===== src/rtl/mem_bus_arbiter.sv =====
// mem_bus_arbiter: two-port (CPU + loader) round-robin arbiter that serializes
// single-byte accesses onto a shared multiplexed bus as address-high,
// address-low and data phases, then acks the granted port for one cycle.
// Optional loader port is enabled by defining MEM_BUS_ARBITER_LOADER_EN;
// without it the ld* inputs are ignored and the CPU is always granted.
// Parameters must satisfy DATA_WIDTH < ADDR_WIDTH <= 2*DATA_WIDTH-1.
module mem_bus_arbiter #(
  parameter int ADDR_WIDTH = 15,
  parameter int DATA_WIDTH = 8
) (
  input  logic                  clk,
  input  logic                  reset,
  input  logic                  cpuReq,
  input  logic [ADDR_WIDTH-1:0] cpuAddr,
  input  logic                  cpuWe,
  input  logic [DATA_WIDTH-1:0] cpuWdata,
  output logic                  cpuAck,
  input  logic                  ldReq,
  input  logic [ADDR_WIDTH-1:0] ldAddr,
  input  logic                  ldWe,
  input  logic [DATA_WIDTH-1:0] ldWdata,
  output logic                  ldAck,
  output logic [DATA_WIDTH-1:0] rdata,
  input  logic [DATA_WIDTH-1:0] extIn,
  output logic [DATA_WIDTH-1:0] extOut,
  output logic                  extOe,
  output logic                  extStbHi,
  output logic                  extStbLo,
  output logic                  extStbData
);

  typedef enum logic [2:0] {
    S_IDLE    = 3'd0,
    S_ADDR_HI = 3'd1,
    S_ADDR_LO = 3'd2,
    S_DATA    = 3'd3,
    S_DONE    = 3'd4
  } state_t;

  state_t                  state_q;
  logic                    gnt_ld_q;
  logic [ADDR_WIDTH-1:0]   addr_q;
  logic                    we_q;
  logic [DATA_WIDTH-1:0]   wdata_q;
  logic                    cpu_ack_q;
  logic                    ld_ack_q;
  logic [DATA_WIDTH-1:0]   rdata_q;
  logic [DATA_WIDTH-1:0]   ext_out_q;
  logic                    ext_oe_q;
  logic                    stb_hi_q;
  logic                    stb_lo_q;
  logic                    stb_data_q;

  // Arbitration result and the fields of the winning request.
  logic                    cpu_win;
  logic                    ld_win;
  logic [ADDR_WIDTH-1:0]   sel_addr;
  logic                    sel_we;
  logic [DATA_WIDTH-1:0]   sel_wdata;
  logic [DATA_WIDTH-2:0]   sel_hi;

`ifdef MEM_BUS_ARBITER_LOADER_EN
  // 1 = loader owned the most recent grant; contention goes to the other port.
  logic                    last_ld_q;

  // Round-robin pick between the two ports, plus mux of the winner's fields.
  always_comb begin
    cpu_win   = cpuReq && (!ldReq || last_ld_q);
    ld_win    = ldReq && !cpu_win;
    sel_addr  = ld_win ? ldAddr   : cpuAddr;
    sel_we    = ld_win ? ldWe     : cpuWe;
    sel_wdata = ld_win ? ldWdata  : cpuWdata;
    sel_hi    = (DATA_WIDTH-1)'(sel_addr >> DATA_WIDTH);
  end

  // Remember which port was granted last; resets to loader so CPU wins first.
  always_ff @(posedge clk or negedge reset) begin
    if (!reset) begin
      last_ld_q <= 1'b1;
    end else if (state_q == S_IDLE && (cpu_win || ld_win)) begin
      last_ld_q <= ld_win;
    end
  end
`else
  // Loader disabled: its inputs are deliberately left unconsumed.
  logic unused_ld;
  assign unused_ld = &{1'b0, ldReq, ldAddr, ldWe, ldWdata};

  // CPU is the only possible requester.
  always_comb begin
    cpu_win   = cpuReq;
    ld_win    = 1'b0;
    sel_addr  = cpuAddr;
    sel_we    = cpuWe;
    sel_wdata = cpuWdata;
    sel_hi    = (DATA_WIDTH-1)'(sel_addr >> DATA_WIDTH);
  end
`endif

  // Access sequencer: latches the grant, then drives each bus phase from
  // registers so no input reaches an output combinationally.
  always_ff @(posedge clk or negedge reset) begin
    if (!reset) begin
      state_q    <= S_IDLE;
      gnt_ld_q   <= 1'b0;
      addr_q     <= '0;
      we_q       <= 1'b0;
      wdata_q    <= '0;
      cpu_ack_q  <= 1'b0;
      ld_ack_q   <= 1'b0;
      rdata_q    <= '0;
      ext_out_q  <= '0;
      ext_oe_q   <= 1'b0;
      stb_hi_q   <= 1'b0;
      stb_lo_q   <= 1'b0;
      stb_data_q <= 1'b0;
    end else begin
      cpu_ack_q <= 1'b0;
      ld_ack_q  <= 1'b0;
      case (state_q)
        S_IDLE: begin
          if (cpu_win || ld_win) begin
            gnt_ld_q  <= ld_win;
            addr_q    <= sel_addr;
            we_q      <= sel_we;
            wdata_q   <= sel_wdata;
            ext_out_q <= {sel_we, sel_hi};
            ext_oe_q  <= 1'b1;
            stb_hi_q  <= 1'b1;
            state_q   <= S_ADDR_HI;
          end
        end
        S_ADDR_HI: begin
          ext_out_q <= addr_q[DATA_WIDTH-1:0];
          stb_hi_q  <= 1'b0;
          stb_lo_q  <= 1'b1;
          state_q   <= S_ADDR_LO;
        end
        S_ADDR_LO: begin
          // Reads release the bus during the data phase.
          ext_out_q  <= we_q ? wdata_q : '0;
          ext_oe_q   <= we_q;
          stb_lo_q   <= 1'b0;
          stb_data_q <= 1'b1;
          state_q    <= S_DATA;
        end
        S_DATA: begin
          if (!we_q) begin
            rdata_q <= extIn;
          end
          ext_out_q  <= '0;
          ext_oe_q   <= 1'b0;
          stb_data_q <= 1'b0;
          cpu_ack_q  <= !gnt_ld_q;
          ld_ack_q   <= gnt_ld_q;
          state_q    <= S_DONE;
        end
        S_DONE: begin
          state_q <= S_IDLE;
        end
        default: begin
          state_q <= S_IDLE;
        end
      endcase
    end
  end

  assign cpuAck     = cpu_ack_q;
  assign ldAck      = ld_ack_q;
  assign rdata      = rdata_q;
  assign extOut     = ext_out_q;
  assign extOe      = ext_oe_q;
  assign extStbHi   = stb_hi_q;
  assign extStbLo   = stb_lo_q;
  assign extStbData = stb_data_q;

endmodule


===== config.mk =====
export PLATFORM = sky130hd
export DESIGN_NAME = mem_bus_arbiter
export DESIGN_NICKNAME = d
export VERILOG_FILES = /design/src/rtl/mem_bus_arbiter.sv
export SDC_FILE = /design/constraint.sdc
export NUM_CORES = 1
export LEC_CHECK = 0
export CORE_UTILIZATION = 41
export DETAILED_ROUTE_END_ITERATION = 8
export GPL_ROUTABILITY_DRIVEN = 0
export PLACE_DENSITY = 0.9
export SLEW_MARGIN = 20
export SYNTH_ARGS = -nofsm -noshare
export SYNTH_HDL_FRONTEND = slang
export SYNTH_SLANG_ARGS = --single-unit

===== constraint.sdc =====
create_clock -name clk -period 2.2 [get_ports clk]
set_input_delay 0.22 -clock clk [delete_from_list [all_inputs] [get_ports clk]]
set_output_delay 0.22 -clock clk [all_outputs]
set_load 0.1 [all_outputs]

### Word level (Yosys, flattened, before mapping)

Cells that the tools add are included.

* equality and inequality tests: 4
* multiplexer cells: 11
* bitwise logic cells: 1
* reductions and logical operators: 11

Operators by type and width (count)
* 8-bit one-hot mux with 4 select lines: 1
* 8-bit 2-to-1 mux: 2
* 3-bit one-hot mux with 4 select lines: 1
* 2-bit AND reduction: 5
* 3-bit by 2-bit equality test with 1-bit output (second input constant): 2
* 1-bit one-hot mux with 2 select lines: 3
* 2-bit nonzero test: 3
* 4-bit nonzero test: 1
* 3-bit by 1-bit equality test with 1-bit output (second input constant): 1
* 3-bit logical NOT: 1
* 3-bit 2-to-1 mux: 1
* 1-bit one-hot mux with 3 select lines: 1
* 3-bit nonzero test: 1
* 1-bit 2-to-1 mux: 2
* 2-bit != test (second input constant): 1
* 1-bit NOT: 1

* flip-flop bits (word level): 41
* output and inout bits: 22

### Logic depth before layout (Yosys ltp)

* word-level depth: 3
* gate-level depth with buffers: 5
* mapped depth without buffers: 3

### Worst setup path after synthesis

No wires, ideal clock.

* path kind: register to register
* start: register state_q[0]
* end: register wdata_q[4]
* library setup time: 0.127 ns
* arrival: 1.426 ns
* required time: 2.073 ns
* path slack: 0.646 ns
* stages on the path, launching flop included: 5
* period minus slack after synthesis: 1.554 ns
* cell sequence: dfrtp_1 > buf_4 > nor4b_4 > buf_6 > mux2_1

* cells in the longest elaborated chain, start to end: 2

Ends and longest elaborated chain
* start: declaration: RTL line 40 `state_t state_q;`
* start signal: assignment: RTL line 104 `state_q <= S_IDLE;`
* start signal: assignment: RTL line 130 `state_q <= S_ADDR_HI;`
* start signal: assignment: RTL line 137 `state_q <= S_ADDR_LO;`
* 3-bit logical NOT: RTL line 120 `case (state_q)`
* 2-bit AND reduction (no line)
* end signal: assignment: RTL line 126 `wdata_q <= sel_wdata;`
* end: declaration: RTL line 44 `logic [DATA_WIDTH-1:0] wdata_q;`

No other way between the ends.
A chain may end at the register's enable or synchronous reset.

### Worst setup path after layout

* start: register state_q[2]
* end: register rdata_q[4], in the netlist rdata[4]

* cells in the longest elaborated chain, start to end: 2

Ends and longest elaborated chain
* 3-bit by 2-bit equality test with 1-bit output: RTL line 120
* 2-bit AND reduction (no line)
* end signal: assignment: RTL line 149 `rdata_q <= extIn;`
* end: declaration: RTL line 47 `logic [DATA_WIDTH-1:0] rdata_q;`

No other way between the ends.

==> metrics <==
DIE HEIGHT 67.9 um; routed len/inst 14.3 um; Synth top area share roughly 58%; slowest CP cell dfrtp_1; final hold vios 0; unrepaired setup endpoints after global routing no; setup TNS 0 ns; CTS tree done; Initial Util ~44%; area of the die about 0.0046 mm^2; top area cells in the synthesized netlist dfrtp_1, mux2_2, nand2_1; Mapped Area 0.00178 mm^2; status finished clean; area grow syn2layout 34.3%; FMAX 593 MHz; Clock Pin Slew Worst Setup and Hold Paths 0.08 ns; cells after synthesis 165; max_slew headroom about 40%; DRT Pass-1 Iters 5; Post-synth top flop dfrtp_1; Final nets 280; DRC 0; CP Cell Sequence nand2b_1, nor3_4, mux2_2; Seq cells post-synth 41; number of flops mapped to enable cells by yosys 0; CP peak stage delay 0.48 ns; Port Buffer Count between 50 and 60; CTS max path bufs 2; DR iter-0 viols 99; Worst Tran Pin Value 0.886 ns; Post-synth top cells dfrtp_1, nand2_1, o21ai_0; Crit Path Max Fanout 8; Max-Cap Viols 0; first-pass GRT wire length ~6.1 mm; CTS Hold Bufs 0; # rows 23; layout cells sized above 1 22.6%; Routed WL 3.87 mm; crit path DAT 1.86 ns; Clk Tree Root Cell clkbuf_8; Ports 82; Clock Sinks 41; CP top delay family simple AND/OR/NAND/NOR gates; CORE AREA 0.00409 mm^2; CTS resizes 0; cts bufs inserted 5; clock latency at the later pin of the worst-skew pair roughly 0.29 ns; Hold Path Class input port to asynchronous set/reset pin; Final Skew 0.00598 ns; synth warn 0; initial antenna violation count 0; Routed Antenna Nets 0; Final Max Tran Viols 0; most frequent cell after synthesis dfrtp_1; post-DP HPWL 2.74 mm; Setup CP Type flip-flop to flip-flop; Synth cell types 26; critical path capture point type flip-flop; Seq/Total Area, Yosys 57.5%; vias in the first global route between 1000 and 1500; largest net degree at the start of global routing 42; Worst Path Required 2.38 ns; startpoint type of the worst setup path flip-flop; GRT Total Usage between 10% and 20%; syn avg cell area 10.8 um^2; Congestion Overflow GR 0; Setup violations, final 0; Tmin final 1.69 ns; Antenna diodes 0; FFs w/ async S/R, synth 100%; Die X-Extent 67.9 um; H-tree depth 2; cell taking the most area after synthesis dfrtp_1; Final Cycle Share 76.6%; crit path buf inv count 0; Syn Nets 225; total number of vias about 1400; setup bufs post-CTS 0; Via density 5.12
metal layers:
layer,global-route usage (%),routed length (um),part of all wire (%),vias to the layer above
met5,0,0,0,-
met4,7.03,48,1.2,0
met3,6.33,280,7.2,5
met2,28.8,1830,47,51
met1,23.6,1710,44,663
li1,-,-,-,668
cells by family after synthesis:
kind of cell / count (synthesis) / share of synthesized area (%)
AO/OA/AOI/OAI: 37 / 13.1
XOR/XNOR: 1 / 0.491
buffers and inverters: 22 / 5.68
flip-flops: 41 / 57.5
multiplexers: 18 / 11.3
other: 1 / 0.210
AND/OR/NAND/NOR: 45 / 11.6
path summary, 6_finish.rpt:
check	start	end	slack, ns	cells past startpoint
setup reg to reg	state_q[2]	rdata[4]	0.51	3
hold / removal	reset	state_q[1]	0.05	1
hold reg to reg	extOe	extOe	0.49	2
min in group clk	cpuAddr[0]	addr_q[0]	0.48	3
setup / recovery	state_q[2]	rdata[4]	0.51	3
max in group asynchronous	reset	rdata[1]	1.61	1
metrics by stage:
stage / hold slack (ns) / instance area, um^2 / std cells / setup slack, ns / util (%)
final: 0.0482 / 2390 / 271 / 0.514 / 58.6
after global routing: 0.121 / 2390 / 271 / 0.420 / 58.6
after CTS: 0.0777 / 2390 / 271 / 0.500 / 58.6
after detailed placement: 0.396 / 2310 / 263 / 0.256 / 56.6
after global placement: 0.380 / 2310 / 263 / 0.310 / 56.6
after floorplan: -0.0756 / 1780 / 165 / 0.646 / -
cell usage in the layout (no fill, tap or decap), drive strengths merged, types with 2 or more instances in the layout:
cell type / instances
mux2: 17
buf: 27
a32o: 7
clkdlybuf4s50: 33
nor3: 2
clkinv: 2
dfrtp: 41
a21oi: 9
o21ai: 17
clkbuf: 6
nand2: 33
inv: 10
nor2: 7
final cells by class:
cell class / instances / area (um^2)
sequential: 41 / 1030
inverter: 10 / 37.5
clock buffer: 6 / 72.6
fill: 350 / 1690
tap: 50 / 62.6
multi-input combinational: 102 / 656
clock inverter: 2 / 10.0
timing repair buffer: 60 / 531
state kept, by name, indices dropped and copies added, names as in the netlist:
register,cells
addr_q,8
cpuAck,1
extOe,1
extOut,8
extStbData,1
extStbHi,1
extStbLo,1
rdata,8
state_q,3
wdata_q,8
we_q,1
Power is left out: the tool's default activity adds up to more than one toggle a clock period on the data nets, which glitch-free logic cannot reach.
